===== src/rtl/pipe_stage_reg_if.sv =====
// Handshake bundle for one pipe_stage_reg: upstream valid/ready/payload in, downstream valid/ready/payload out.
// master = the surrounding pipeline (producer + consumer), slave = the stage register itself.
interface pipe_stage_reg_if #(
  parameter int DATA_W = 32,
  parameter int CTRL_W = 8
) ();
  logic              in_valid;
  logic              in_ready;
  logic [DATA_W-1:0] in_data;
  logic [CTRL_W-1:0] in_ctrl;
  logic              out_valid;
  logic              out_ready;
  logic [DATA_W-1:0] out_data;
  logic [CTRL_W-1:0] out_ctrl;

  modport master (
    output in_valid, in_data, in_ctrl, out_ready,
    input  in_ready, out_valid, out_data, out_ctrl
  );

  modport slave (
    input  in_valid, in_data, in_ctrl, out_ready,
    output in_ready, out_valid, out_data, out_ctrl
  );
endinterface


===== src/rtl/pipe_stage_reg.sv =====
// Pipeline-stage register with valid/ready handshake, flush, bubble-as-NOP and saturating stall counter.
// Define PIPE_STAGE_SKID_EN for the 2-entry skid buffer with registered in_ready; otherwise a single entry.
module pipe_stage_reg #(
  parameter int DATA_W = 32,
  parameter int CTRL_W = 8,
  parameter int CNT_W  = 16
) (
  input  logic             clk,
  input  logic             rst,
  input  logic             flush,
  input  logic             clr_cnt,
  output logic [CNT_W-1:0] stall_cnt,
  pipe_stage_reg_if.slave  bus
);

  localparam logic [CNT_W-1:0] CNT_MAX = '1;
  localparam logic [CNT_W-1:0] CNT_ONE = {{(CNT_W-1){1'b0}}, 1'b1};

  logic              valid_q;
  logic              in_xfer;
  logic              out_xfer;
  logic [DATA_W-1:0] data_q;
  logic [CTRL_W-1:0] ctrl_q;

  assign in_xfer       = bus.in_valid & bus.in_ready;
  assign out_xfer      = valid_q & bus.out_ready;
  assign bus.out_valid = valid_q;
  assign bus.out_data  = data_q;
  // Bubbles must reach the next stage as NOPs, whatever the control register still holds.
  assign bus.out_ctrl  = valid_q ? ctrl_q : '0;

`ifdef PIPE_STAGE_SKID_EN

  typedef enum logic [1:0] {EMPTY, ONE, FULL} state_t;

  state_t            state_q;
  state_t            state_d;
  logic              rdy_q;
  logic              load_main_in;
  logic              load_main_skid;
  logic              load_skid;
  logic [DATA_W-1:0] skid_data_q;
  logic [CTRL_W-1:0] skid_ctrl_q;

  assign valid_q      = (state_q != EMPTY);
  assign bus.in_ready = ~flush & rdy_q;

  always_comb begin
    state_d        = state_q;
    load_main_in   = 1'b0;
    load_main_skid = 1'b0;
    load_skid      = 1'b0;
    if (flush) begin
      state_d = EMPTY;
    end else begin
      case (state_q)
        EMPTY: begin
          if (in_xfer) begin
            state_d      = ONE;
            load_main_in = 1'b1;
          end
        end
        ONE: begin
          if (in_xfer && out_xfer) begin
            load_main_in = 1'b1;
          end else if (in_xfer) begin
            state_d   = FULL;
            load_skid = 1'b1;
          end else if (out_xfer) begin
            state_d = EMPTY;
          end
        end
        FULL: begin
          if (out_xfer) begin
            state_d        = ONE;
            load_main_skid = 1'b1;
          end
        end
        default: state_d = EMPTY;
      endcase
    end
  end

  // in_ready comes from a flop looking at the next state, so out_ready never reaches it combinationally.
  always_ff @(posedge clk or posedge rst) begin
    if (rst) begin
      state_q <= EMPTY;
      rdy_q   <= 1'b0;
    end else begin
      state_q <= state_d;
      rdy_q   <= (state_d != FULL);
    end
  end

  always_ff @(posedge clk or posedge rst) begin
    if (rst) begin
      data_q      <= '0;
      ctrl_q      <= '0;
      skid_data_q <= '0;
      skid_ctrl_q <= '0;
    end else begin
      if (load_main_in) begin
        data_q <= bus.in_data;
        ctrl_q <= bus.in_ctrl;
      end else if (load_main_skid) begin
        data_q <= skid_data_q;
        ctrl_q <= skid_ctrl_q;
      end
      if (load_skid) begin
        skid_data_q <= bus.in_data;
        skid_ctrl_q <= bus.in_ctrl;
      end
    end
  end

`else

  assign bus.in_ready = ~flush & (~valid_q | bus.out_ready);

  always_ff @(posedge clk or posedge rst) begin
    if (rst) begin
      valid_q <= 1'b0;
      data_q  <= '0;
      ctrl_q  <= '0;
    end else if (flush) begin
      valid_q <= 1'b0;
    end else if (in_xfer) begin
      valid_q <= 1'b1;
      data_q  <= bus.in_data;
      ctrl_q  <= bus.in_ctrl;
    end else if (out_xfer) begin
      valid_q <= 1'b0;
    end
  end

`endif

  // Flush cycles are not counted as stalls; the entry is being discarded, not held up.
  always_ff @(posedge clk or posedge rst) begin
    if (rst) begin
      stall_cnt <= '0;
    end else if (clr_cnt) begin
      stall_cnt <= '0;
    end else if (valid_q && !bus.out_ready && !flush && (stall_cnt != CNT_MAX)) begin
      stall_cnt <= stall_cnt + CNT_ONE;
    end
  end

endmodule

===== src/flat_wrapper.sv =====
// flat-port wrapper written by rule: the top's interface ports become plain ports
module pipe_stage_reg_flat 
#(
  parameter int DATA_W = 32,
  parameter int CTRL_W = 8,
  parameter int CNT_W  = 16
)
  (clk, rst, flush, clr_cnt, stall_cnt, bus_in_valid, bus_in_data, bus_in_ctrl, bus_out_ready, bus_in_ready, bus_out_valid, bus_out_data, bus_out_ctrl);
  pipe_stage_reg_if #(.DATA_W(DATA_W), .CTRL_W(CTRL_W)) bus_i ();
  input  logic clk;
  input  logic rst;
  input  logic flush;
  input  logic clr_cnt;
  output logic [CNT_W-1:0] stall_cnt;
  input wire logic [$bits(bus_i.in_valid)-1:0] bus_in_valid;
  input wire logic [$bits(bus_i.in_data)-1:0] bus_in_data;
  input wire logic [$bits(bus_i.in_ctrl)-1:0] bus_in_ctrl;
  input wire logic [$bits(bus_i.out_ready)-1:0] bus_out_ready;
  output wire logic [$bits(bus_i.in_ready)-1:0] bus_in_ready;
  output wire logic [$bits(bus_i.out_valid)-1:0] bus_out_valid;
  output wire logic [$bits(bus_i.out_data)-1:0] bus_out_data;
  output wire logic [$bits(bus_i.out_ctrl)-1:0] bus_out_ctrl;
  assign bus_i.in_valid = bus_in_valid;
  assign bus_i.in_data = bus_in_data;
  assign bus_i.in_ctrl = bus_in_ctrl;
  assign bus_i.out_ready = bus_out_ready;
  assign bus_in_ready = bus_i.in_ready;
  assign bus_out_valid = bus_i.out_valid;
  assign bus_out_data = bus_i.out_data;
  assign bus_out_ctrl = bus_i.out_ctrl;
  pipe_stage_reg #(.DATA_W(DATA_W), .CTRL_W(CTRL_W), .CNT_W(CNT_W)) u_core (.clk(clk), .rst(rst), .flush(flush), .clr_cnt(clr_cnt), .stall_cnt(stall_cnt), .bus(bus_i));
endmodule

===== config.mk =====
export PLATFORM = sky130hd
export DESIGN_NAME = pipe_stage_reg_flat
export DESIGN_NICKNAME = d
export VERILOG_FILES = /design/src/rtl/pipe_stage_reg_if.sv /design/src/rtl/pipe_stage_reg.sv /design/src/flat_wrapper.sv
export SDC_FILE = /design/constraint.sdc
export NUM_CORES = 1
export LEC_CHECK = 0
export CAP_MARGIN = 25
export CELL_PAD_IN_SITES_DETAIL_PLACEMENT = 0
export CELL_PAD_IN_SITES_GLOBAL_PLACEMENT = 1
export CORE_UTILIZATION = 34
export CTS_BUF_LIST = sky130_fd_sc_hd__clkbuf_8
export DETAILED_ROUTE_END_ITERATION = 7
export PLACE_DENSITY = 0.81
export SLEW_MARGIN = 40
export SYNTH_ARGS = -nofsm -noshare
export SYNTH_HDL_FRONTEND = slang
export SYNTH_SLANG_ARGS = --single-unit

===== constraint.sdc =====
create_clock -name clk -period 2 [get_ports clk]
set_input_delay 0.4 -clock clk [delete_from_list [all_inputs] [get_ports clk]]
set_output_delay 0.4 -clock clk [all_outputs]
set_load 0.1 [all_outputs]

==> results by group <==
Clocking
  • H-tree depth: 3
  • Total CTS buffers: 9
  • Clk pin slew, worst setup/hold paths: roughly 0.060 ns
  • CTS sink count: 57
  • Worst-Skew Late Latency: roughly 0.34 ns
  • Root buf cell: clkbuf_8
  • # Post-CTS Setup Buffers: 0
  • CTS tree: done
  • Clk buf depth: 2
  • Post-CTS Hold Buffers: 0
  • Post-CTS Resized: 0

Logic synthesis
  • Async SR Flop Fraction: 1.00
  • Area share of and/or/nand/nor cells after synthesis: 0.135
  • Complex-gate fraction of the synthesized area: 0.0337
  • Synthesized area: about 2500 um^2
  • XOR/XNOR share of the synthesized area: 0.0423
  • Mapped Cells: 195
  • Adder-Cell Fraction of Synth Area: 0.00504
  • Synth Flop Type: dfrtp_1
  • Seq/Total Area, Yosys: 0.574
  • Post-synth EDFFs: 0
  • Post-synthesis mux area share: 0.185
  • Synth Area per Inst: ~13 um^2
  • Yosys Warn Count: 0
  • Post-synth net total: between 200 and 250
  • Unique masters post-synth: 37
  • Largest family of logic cells by synthesized area: multiplexers
  • #FFs+latches synth: 57

Worst setup path
  • CP Capture Type: flip-flop
  • End of the worst register-to-register path: u_core.stall_cnt[2]$_DFFE_PP0P_
  • Reg2reg path depth: 6
  • Worst Setup SP: flush
  • Kind of critical path: input port to flip-flop
  • Critical Path AT: around 2.1 ns
  • CP startpoint kind: input port
  • WP data required: 2.21 ns
  • Reg2Reg Launch Point: u_core.stall_cnt[11]$_DFFE_PP0P_
  • Critical path peak fanout: 3
  • Worst R2R Setup Slack: around 0.32 ns

Layout
  • FILL cells: approximately 600
  • Final-stage net count: 360
  • Antenna fix cells: 0
  • Share of layout cells above drive strength 1: 0.478
  • Area Overhead vs Synth: 61.1%

Global route
  • First-pass GRT wire length: between 9 and 10 mm
  • Via count of the first global-routing pass: between 1500 and 2000
  • Largest net degree at the start of global routing: 32
  • Antenna violations before repair: 0
  • Global route overflow: 0
  • Total track usage: 0.167

Drt
  • Vias per inst: around 4.7
  • Post-Route WL: between 5 and 6 mm
  • Routed len/inst: ~14 um
  • TritonRoute pass-1 iters: 4
  • Post-route ant nets: 0
  • Initial drt markers: 40
  • Routed vias: ~2000
  • Post-route DRC: 0

Floorplan
  • Die Ht: around 87 um
  • Rows: 30
  • DIE AREA: about 7700 um^2
  • CORE AREA: approximately 7000 um^2
  • Starting Density: 0.358
  • Horiz. Die Dim: 87.5 um
  • I/O pins: roughly 100

STA
  • Slew at the pin with the worst max-slew slack: approximately 0.37 ns
  • Min Hold Slack: around 0.31 ns
  • RSZ-0062 raised after global routing: no
  • Final Cycle Share: 0.948
  • Pins over their slew limit: 0
  • Final min period: 1.90 ns
  • Fin. Hold Viols: 0
  • Fmax: ~0.53 GHz
  • Final Skew: about 0.0073 ns
  • Max_slew headroom: 0.751
  • Final setup vio count: 0

Place
  • Post-detail-place hpwl: roughly 4.5 mm
  • IO Port Bufs: roughly 100
  • RePlAce Congestion: between 0.8 and 0.9

Power
  • Total power: between 4 and 5 mW
  • Pint: between 2 and 2.5 mW
  • Net load switching power: approximately 1.7 mW
  • Flop pwr share: 0.339
  • Leak pwr: about 1.8 nW
  • Switching share of power: 0.421
  • Maximum vdd drop: between 0.5 and 0.6 mV
  • PwrDens: about 1000 nW/um^2
  • Comb pwr share: 0.399
  • Clk pwr share: 0.262

Outcome
  • Status: finished clean

Job
  • Max-cap violations: 0

Hold path
  • Hold Path Class: input port to asynchronous set/reset pin
[power groups by stage]
stage	Sequential, mW	Combinational [mW]	Clock, mW
4_1_cts	1.37	1.62	1.09
3_3_place_gp	1.38	1.61	0
3_5_place_dp	1.39	1.62	0
5_1_grt	1.38	1.66	1.14
2_1_floorplan	2.24	0.326	0
6_report	1.37	1.61	1.06
[flip-flops by register name, summed over array words and instances (netlist names)]
| register | cells |
|---|---|
| u_core.bus.out_data | 32 |
| u_core.stall_cnt | 16 |
| u_core.ctrl_q | 8 |
| u_core.bus.out_valid | 1 |
[stage by stage]
stage	setup TNS, ns	std cells	setup WS, ns	utilization	instance area [um^2]
global route	0	414	0.00839	0.577	4000
global placement	-0.871	398	-0.181	0.548	3810
detailed placement	-1.57	398	-0.223	0.548	3810
CTS	0	414	0.133	0.577	4000
finish	0	414	0.104	0.577	4000
floorplan	-8.65	195	-0.216	-	2570
[how the worst max path moves through the flow]
stage | endpoint | slack, ns
after floorplan | u_core.bus.out_data[10]$_DFFE_PP0P_ | -0.22
after global placement | u_core.stall_cnt[13]$_DFFE_PP0P_ | -0.18
after detailed placement | u_core.stall_cnt[9]$_DFFE_PP0P_ | -0.22
after CTS | u_core.stall_cnt[9]$_DFFE_PP0P_ | 0.13
after global routing | u_core.stall_cnt[9]$_DFFE_PP0P_ | 0.008
final | u_core.stall_cnt[9]$_DFFE_PP0P_ | 0.10
[cells in the final DEF, fill, tap and decap left out, types with 9 or more instances in the layout]
master	Yosys	final
and2_2	0	9
buf_12	0	17
buf_4	1	53
clkbuf_8	0	10
clkdlybuf4s50_1	0	45
dfrtp_1	57	42
dfrtp_2	0	15
mux2_2	34	34
nor2_1	15	15
xor2_1	10	10
[cells in the mapped netlist (3+ instances only)]
cell type,count,share of area
dfrtp_1,57,0.57
mux2_2,34,0.15
nor2_1,15,0.023
and2_1,11,0.028
xor2_1,10,0.035
inv_1,6,0.0091
mux2_1,6,0.027
nand3_1,6,0.012
nand4_1,5,0.013
and3_1,4,0.010
buf_2,4,0.0081
nand2_1,4,0.0060
o21ai_1,3,0.0060
[kinds of logic after synthesis]
group,after synthesis
AND/OR/NAND/NOR,57
AO/OA/AOI/OAI,13
buffers and inverters,14
multiplexers,41
adder cells (fa/ha/maj),1
XOR/XNOR,12
flip-flops,57
[cell type report]
class | instances | area (um^2) | share of cell area
Tap cell | 96 | 120 | 0.0300
Multi-Input combinational cell | 124 | 1030 | 0.258
Sequential cell | 57 | 1450 | 0.361
Clock buffer | 10 | 138 | 0.0344
Timing Repair Buffer | 115 | 1190 | 0.297
Inverter | 6 | 22.5 | 0.00563
Clock inverter | 6 | 57.6 | 0.0144
[layer usage]
layer / GRT usage / vias up / wire [um]
met2: 0.256 / 84 / 2680
li1: - / 927 / -
met5: 0 / - / 0
met3: 0.0739 / 4 / 564
met4: 0.0537 / 0 / 38
met1: 0.209 / 933 / 2690
[worst max-delay path, stage by stage]
cell             delay [ns]
clkdlybuf4s50_1        0.50
or3b_4                 0.46
buf_4                  0.16
nor4_1                 0.26
o21ai_1                0.13
xor2_1                 0.15
nor2_1                 0.05
(Power assumes the default switching activity.)
